### src/rtl/reset_ctrl_if.sv
// IO bus bundle for the reset controller: single-address register port.
interface reset_ctrl_if;
  logic        stb;
  logic        we;
  logic [31:0] data_in;
  logic [31:0] data_out;
  logic        ack;

  modport master (output stb, we, data_in, input data_out, ack);
  modport slave  (input stb, we, data_in, output data_out, ack);
endinterface

### src/rtl/reset_ctrl.sv
// System reset sequencer: registered rst_out pulse, tick-based blanking, sticky cause and restart count.
// Optional restart counter enabled by defining RESET_CTRL_COUNT_EN.
module reset_ctrl #(
  parameter int RST_CYCLES  = 16,
  parameter int BLANK_TICKS = 2
) (
  input  logic         clk,
  input  logic         rst,
  input  logic         tick,
  input  logic         wd_trig,
  output logic         rst_out,
  reset_ctrl_if.slave  bus
);

  localparam int PW = $clog2(RST_CYCLES + 1);
  localparam int TW = (BLANK_TICKS > 0) ? $clog2(BLANK_TICKS + 1) : 1;

  typedef enum logic [1:0] {IDLE, PULSE, BLANK} state_t;

  state_t          state, state_nxt;
  logic [PW-1:0]   pcnt, pcnt_nxt;
  logic [TW-1:0]   tcnt, tcnt_nxt;
  logic [2:0]      cause, cause_nxt;
  logic            wr, sw_req, clr, trig;
  logic [7:0]      cnt_rd;
  logic            unused_bits;

  assign wr          = bus.stb & bus.we;
  assign sw_req      = wr & bus.data_in[0];
  assign clr         = wr & bus.data_in[1];
  assign trig        = (state == IDLE) & (wd_trig | sw_req);
  assign unused_bits = ^bus.data_in[31:2];

  always_comb begin
    state_nxt = state;
    pcnt_nxt  = pcnt;
    tcnt_nxt  = tcnt;
    case (state)
      IDLE: begin
        if (trig) begin
          state_nxt = PULSE;
          pcnt_nxt  = '0;
        end
      end
      PULSE: begin
        // A tick in the exit cycle is not counted: tcnt starts fresh in BLANK.
        if (pcnt == PW'(RST_CYCLES - 1)) begin
          state_nxt = (BLANK_TICKS > 0) ? BLANK : IDLE;
          tcnt_nxt  = '0;
        end else begin
          pcnt_nxt = pcnt + PW'(1);
        end
      end
      BLANK: begin
        if (tick) begin
          if (tcnt == TW'(BLANK_TICKS - 1)) state_nxt = IDLE;
          else                              tcnt_nxt  = tcnt + TW'(1);
        end
      end
      default: state_nxt = IDLE;
    endcase
  end

  // Clear is applied before a same-cycle trigger so the trigger's cause survives.
  always_comb begin
    cause_nxt = cause;
    if (clr)  cause_nxt = 3'b000;
    if (trig) cause_nxt = {sw_req, wd_trig, 1'b0};
  end

  always_ff @(posedge clk) begin
    if (rst) begin
      state   <= PULSE;
      pcnt    <= '0;
      tcnt    <= '0;
      cause   <= 3'b001;
      rst_out <= 1'b1;
    end else begin
      state   <= state_nxt;
      pcnt    <= pcnt_nxt;
      tcnt    <= tcnt_nxt;
      cause   <= cause_nxt;
      rst_out <= (state_nxt == PULSE);
    end
  end

`ifdef RESET_CTRL_COUNT_EN
  logic [7:0] count, cnt_base, count_nxt;

  always_comb begin
    cnt_base  = clr ? 8'h00 : count;
    count_nxt = cnt_base;
    if (trig && cnt_base != 8'hff) count_nxt = cnt_base + 8'h01;
  end

  always_ff @(posedge clk) begin
    if (rst) count <= 8'h00;
    else     count <= count_nxt;
  end

  assign cnt_rd = count;
`else
  assign cnt_rd = 8'h00;
`endif

  assign bus.ack      = bus.stb;
  assign bus.data_out = (bus.stb & ~bus.we) ? {16'h0000, cnt_rd, 5'b00000, cause} : 32'h0;

endmodule
### src/flat_wrapper.sv
// flat-port wrapper written by rule: the top's interface ports become plain ports
module reset_ctrl_flat 
#(
  parameter int RST_CYCLES  = 16,
  parameter int BLANK_TICKS = 2
)
  (clk, rst, tick, wd_trig, rst_out, bus_stb, bus_we, bus_data_in, bus_data_out, bus_ack);
  reset_ctrl_if bus_i ();
  input  logic clk;
  input  logic rst;
  input  logic tick;
  input  logic wd_trig;
  output logic rst_out;
  input wire logic [$bits(bus_i.stb)-1:0] bus_stb;
  input wire logic [$bits(bus_i.we)-1:0] bus_we;
  input wire logic [$bits(bus_i.data_in)-1:0] bus_data_in;
  output wire logic [$bits(bus_i.data_out)-1:0] bus_data_out;
  output wire logic [$bits(bus_i.ack)-1:0] bus_ack;
  assign bus_i.stb = bus_stb;
  assign bus_i.we = bus_we;
  assign bus_i.data_in = bus_data_in;
  assign bus_data_out = bus_i.data_out;
  assign bus_ack = bus_i.ack;
  reset_ctrl #(.RST_CYCLES(RST_CYCLES), .BLANK_TICKS(BLANK_TICKS)) u_core (.clk(clk), .rst(rst), .tick(tick), .wd_trig(wd_trig), .rst_out(rst_out), .bus(bus_i));
endmodule
### config.mk
export PLATFORM = sky130hd
export DESIGN_NAME = reset_ctrl_flat
export DESIGN_NICKNAME = d
export VERILOG_FILES = /design/src/rtl/reset_ctrl_if.sv /design/src/rtl/reset_ctrl.sv /design/src/flat_wrapper.sv
export SDC_FILE = /design/constraint.sdc
export NUM_CORES = 1
export LEC_CHECK = 0
export CORE_AREA = 2 2 40 79
export DETAILED_ROUTE_END_ITERATION = 7
export DIE_AREA = 0 0 42 81
export GPL_TIMING_DRIVEN = 0
export PLACE_DENSITY = 0.77
export SYNTH_ARGS = -nofsm -noshare
export SYNTH_HDL_FRONTEND = slang
export SYNTH_SLANG_ARGS = --single-unit
### constraint.sdc
create_clock -name clk -period 2.5 [get_ports clk]
set_input_delay 0.375 -clock clk [delete_from_list [all_inputs] [get_ports clk]]
set_output_delay 0.375 -clock clk [all_outputs]
set_load 0.005 [all_outputs]
Word level (Yosys, flattened, before mapping)
Index checks and enable logic that the tools add are counted.
- bits in registers: 13
- bits in latches: 0
- memory bits (writable): 0
- memory bits (read-only): 0
- input port bits: 38
- output and inout bits: 34
- logic and storage cells: 45
- memories: 0
- add/sub/neg operators: 2
- multipliers: 0
- divide/modulo/power cells: 0
- order comparisons: 0
- equality and inequality tests: 10
- shifts and indexed selects: 0
- multiplexer cells: 15
- bitwise gates (word level): 7
- reductions and logical operators: 6
- operator list (cell ; count):
    2-to-1 mux 2 bit ; 7
    2-to-1 mux 5 bit ; 2
    case mux 5 bit (2 select lines) ; 1
    2-to-1 mux 3 bit ; 3
    equality test 2 x 1 -> 1 bit, second input constant ; 3
    inequality test 2 bit, second input constant ; 3
    case mux 2 bit (3 select lines) ; 1
    nonzero test 2 bit ; 3
    adder 5 x 1 -> 5 bit, second input constant ; 1
    AND 1 bit ; 5
    equality test 5 x 4 -> 1 bit, second input constant ; 1
    inequality test 2 x 1 -> 1 bit, second input constant ; 2
    case mux 2 bit (2 select lines) ; 1
    AND reduction 4 bit ; 1
    AND reduction 3 bit ; 1
    adder 2 x 1 -> 2 bit, second input constant ; 1
    equality test 2 bit, second input constant ; 1
    logical NOT 2 bit ; 1
    NOT 1 bit ; 1
    OR 1 bit ; 1

Logic depth before layout (Yosys ltp)
Gate-level depths: netlist (run 1).
- word-level depth: 7
- depth in mapped cells: 6
- mapped depth without buffers: 6

Worst setup path after synthesis (run 1)
OpenSTA, ideal clock, no wires.
- path kind: register -> register
- start: register u_core.pcnt[0]
- end: register u_core.pcnt[3]
- library setup time: 0.070 ns
- data arrival time: 1.736 ns
- data required time: 2.430 ns
- setup slack: 0.694 ns
- cell stages (with the launch flop): 7
- path buffers: 0
- period minus slack after synthesis: 1.806 ns
- cell sequence: dfxtp_1 ha_1 and3_1 ha_1 or3b_4 or3_1 a21oi_1
- word-level cells in the longest chain between the ends: 3
- elaborated cells between the ends (all ways): 6
- those cells by class: add/sub (1); eq/ne (2); mux (2); reduce/logical (1)
- RTL lines (element ; RTL line ; text):
    start: declaration ; reset_ctrl.sv:21 ; logic [PW-1:0] pcnt, pcnt_nxt;
    start signal: assignment ; reset_ctrl.sv:80 ; pcnt <= pcnt_nxt;
    adder 5 x 1 -> 5 bit / equality test 5 x 4 -> 1 bit (equally long branches) ; reset_ctrl.sv:51, reset_ctrl.sv:47 ;
    2-to-1 mux 5 bit / inequality test 2 bit (equally long branches) ; n/a ;
    case mux 5 bit (2 select lines) / AND reduction 3 bit (equally long branches) ; n/a ;
Several ways; a longest one is shown, not always the timed one. The select of a mux whose other input is x is not followed.
A chain may end at the register's enable or synchronous reset.

Worst setup path in the final report (run 1)
- start: input port bus_stb
- end: output port bus_data_out[2]
- word-level cells in the longest chain between the ends: 2
- RTL lines (element ; RTL line ; text):
    start: declaration ; flat_wrapper.sv:14 ; input wire logic [$bits(bus_i.stb)-1:0] bus_stb;
    AND 1 bit ; reset_ctrl.sv:107 ; assign bus.data_out = (bus.stb & ~bus.we) ? {16'h0000, cnt_rd, 5'b00000, cause} : 32'h0;
    2-to-1 mux 3 bit ; reset_ctrl.sv:107 ;
    end: declaration ; flat_wrapper.sv:17 ; output wire logic [$bits(bus_i.data_out)-1:0] bus_data_out;
Every way passes these cells.

==> impl_metrics.tcl, run 1 <==
set metrics [dict create \
    status "finished, final reports clean" \
    clock_buffers_created_by_tritoncts 3 \
    floorplan.die.width_um 42 \
    crit_type "input pin to output port" \
    met3_usage_pct 3.56 \
    crit_fanout 7 \
    globalRouteMet2Util_pct 16.9 \
    core_occupancy_in_the_finished_layout_pct 41.1 \
    global_route.overflow_total 0 \
    cts_hold_repair.buffers 0 \
    clock_skew_ns 0.00115 \
    floorplan.initialDensity_pct 30.6 \
    wl_cell_um 8.49 \
    leakage_power_total_nw 0.548 \
    tritoncts_clock_tree "done" \
    postSynth.asyncResetShare_pct 0 \
    layout_common_cells "sky130_fd_sc_hd__buf_4, sky130_fd_sc_hd__conb_1, sky130_fd_sc_hd__dfxtp_1" \
    grt.busiest_layer "met2" \
    total_clock_sinks 13 \
    synth.area.top_cells "sky130_fd_sc_hd__dfxtp_1, sky130_fd_sc_hd__buf_4, sky130_fd_sc_hd__a21oi_1, sky130_fd_sc_hd__ha_1, sky130_fd_sc_hd__nand3_1" \
    synth-seq-cells 13 \
    maxCapViolCount 0 \
    synth_edf_count 0 \
    synth.yosys.seq_area_share_pct 29.9 \
    avgSynthCellArea_um2 8.44 \
    clk_path_buf_depth 2 \
    slew_violations 0 \
    place_hpwl_um 1240 \
    use_met1_pct 10.0 \
    drive_above_1_share_pct 26.7 \
    detail_route.wirelength_um 1500 \
    grt_first_pass_wirelength_um 2570 \
    startpoint_type "input pin" \
    routed-via-count 706 \
    synth_top_area_share_pct 29.9 \
    achievable-frequency_mhz 449 \
    hold_path_class "flop to flop" \
    nets 188 \
    power_after_layout_mw 0.480 \
    regToRegSetupSlack_ns 0.58 \
    cts_resized 0 \
    height_of_the_chip_um 81 \
    clock_edge_transition_at_the_registers_on_the_reported_setup_and_hold_paths_ns 0.05 \
    antenna_violating_nets_post_route 0 \
    synth_cell_types 33 \
    drt-pass1-iter-count 4 \
    period_share_pct 89.1 \
    clk_latency_ns 0.24 \
    synth.yosys.warnings 0 \
    cts_post_setup_buffers_inserted 0 \
    h-tree-depth 1 \
    antenna-diode-count 0 \
    finalSetupTns_ns 0 \
    netlist.top_cell.by_area "sky130_fd_sc_hd__dfxtp_1" \
    flow.area_growth_from_synthesis_pct 34.2 \
    grt_antenna_before_repair 0 \
    gp_congestion 0.780 \
    vias_per_cell 4.01 \
    die_area_um2 3400 \
    num_rows 28 \
    power_per_cell_area_nw_per_um2 411 \
    postSynthCellCount 103 \
    grt_max_degree 11 \
    endpoint_kind "output port" \
    finalHoldViolCount 0 \
    worstPathArrival_ns 1.85 \
    ioPinCount 72 \
    vdd_ir_drop_max_v 0.000332 \
    floorplan.core_area_um2 2840 \
    fin_crit_ns 2.23 \
    worst-endpoint-required_ns 2.12 \
    final_common_cell "sky130_fd_sc_hd__buf_4" \
    vias_in_the_first_global_route 651 \
    buffer_ports.inserted 11 \
    setup_viol 0 \
    yosys_most_used_dff "sky130_fd_sc_hd__dfxtp_1" \
    unrepaired_setup_endpoints_after_global_routing "no" \
    synth.cell_area_um2 870 \
    cell_at_the_root_of_the_clock_tree "sky130_fd_sc_hd__clkbuf_8" \
    grtUsageTotal_pct 9.68 \
    drt_iter0_markers 8 \
    remaining_drc_errors 0 \
]
cell families after synthesis:
kind of cell	Yosys count	synth area share, %
flip-flops	13	29.9
XOR/XNOR	1	1.01
AO/OA/AOI/OAI	19	13.7
adder cells (fa/ha/maj)	3	4.32
AND/OR/NAND/NOR	30	21.7
other	1	0.431
buffers and inverters	36	28.9
worst max-delay path: stages:
cell and delay, ns:
sky130_fd_sc_hd__clkdlybuf4s50_1 0.59, sky130_fd_sc_hd__nor2b_1 0.23, sky130_fd_sc_hd__and2_1 0.16, sky130_fd_sc_hd__clkdlybuf4s50_1 0.50
worst paths after layout:
kind,depth (start not counted),startpoint,endpoint
setup / recovery,4,bus_stb,bus_data_out[2]
hold / removal,2,u_core.cause[2],u_core.cause[2]
setup reg to reg,6,u_core.pcnt[0],u_core.pcnt[3]
hold reg to reg,2,u_core.cause[2],u_core.cause[2]
metal layers:
layer,part of all wire (%),vias to the layer above,routed length (um)
li1,-,379,-
met4,1.7,0,25
met2,46,27,690
met3,9.6,2,143
met1,43,298,637
met5,0,-,0
area by class of cell:
| class | instances | area, um2 |
|---|---|---|
| Fill cell | 285 | 1670 |
| Tap cell | 30 | 37.5 |
| Timing Repair Buffer | 11 | 110 |
| Sequential cell | 13 | 260 |
| Clock buffer | 4 | 45.0 |
| Buffer | 32 | 236 |
| Multi-Input combinational cell | 82 | 463 |
| Inverter | 4 | 15.0 |
flip-flops by register name (all words and copies together), names as in the netlist:
signal and count:
u_core.rst_out 1, u_core.pcnt 5, u_core.cause 3, u_core.tcnt 2, u_core.state 2
power by group:
part           internal (mW)  total [mW]  switching (mW)
clock network          0.112       0.183          0.0703
logic                 0.0487      0.0804          0.0317
registers              0.213       0.217         0.00396
total                  0.374       0.480           0.106
cells in the mapped netlist, types with 2 or more instances:
cell                       instances
sky130_fd_sc_hd__buf_4            31
sky130_fd_sc_hd__dfxtp_1          13
sky130_fd_sc_hd__a21oi_1           8
sky130_fd_sc_hd__nand3_1           5
sky130_fd_sc_hd__inv_1             4
sky130_fd_sc_hd__nand2_1           4
sky130_fd_sc_hd__o21ai_0           4
sky130_fd_sc_hd__and2_1            3
sky130_fd_sc_hd__ha_1              3
sky130_fd_sc_hd__nand3b_1          2
sky130_fd_sc_hd__nor2_1            2
sky130_fd_sc_hd__or2b_1            2
sky130_fd_sc_hd__or3_1             2
metrics by stage:
step                instances  setup slack, ns  hold slack, ns  cell area, um2
floorplan                 131            0.694           0.443             975
global placement          172            0.273           0.452            1120
detailed placement        172            0.273           0.467            1120
CTS                       176            0.266           0.474            1170
global route              176            0.181           0.498            1170
finish                    176            0.273           0.473            1170
(Power assumes the default switching activity.)
==> run 2: changes to the inputs <==
--- a/config.mk
+++ b/config.mk
@@ -10,6 +10,7 @@
 export DIE_AREA = 0 0 42 81
 export GPL_TIMING_DRIVEN = 0
 export PLACE_DENSITY = 0.77
+export SKIP_LAST_GASP = 1
 export SYNTH_ARGS = -nofsm -noshare
 export SYNTH_HDL_FRONTEND = slang
 export SYNTH_SLANG_ARGS = --single-unit
==> results of run 2 <==
Final layout, timing and power as in run 1 (identical DEF).
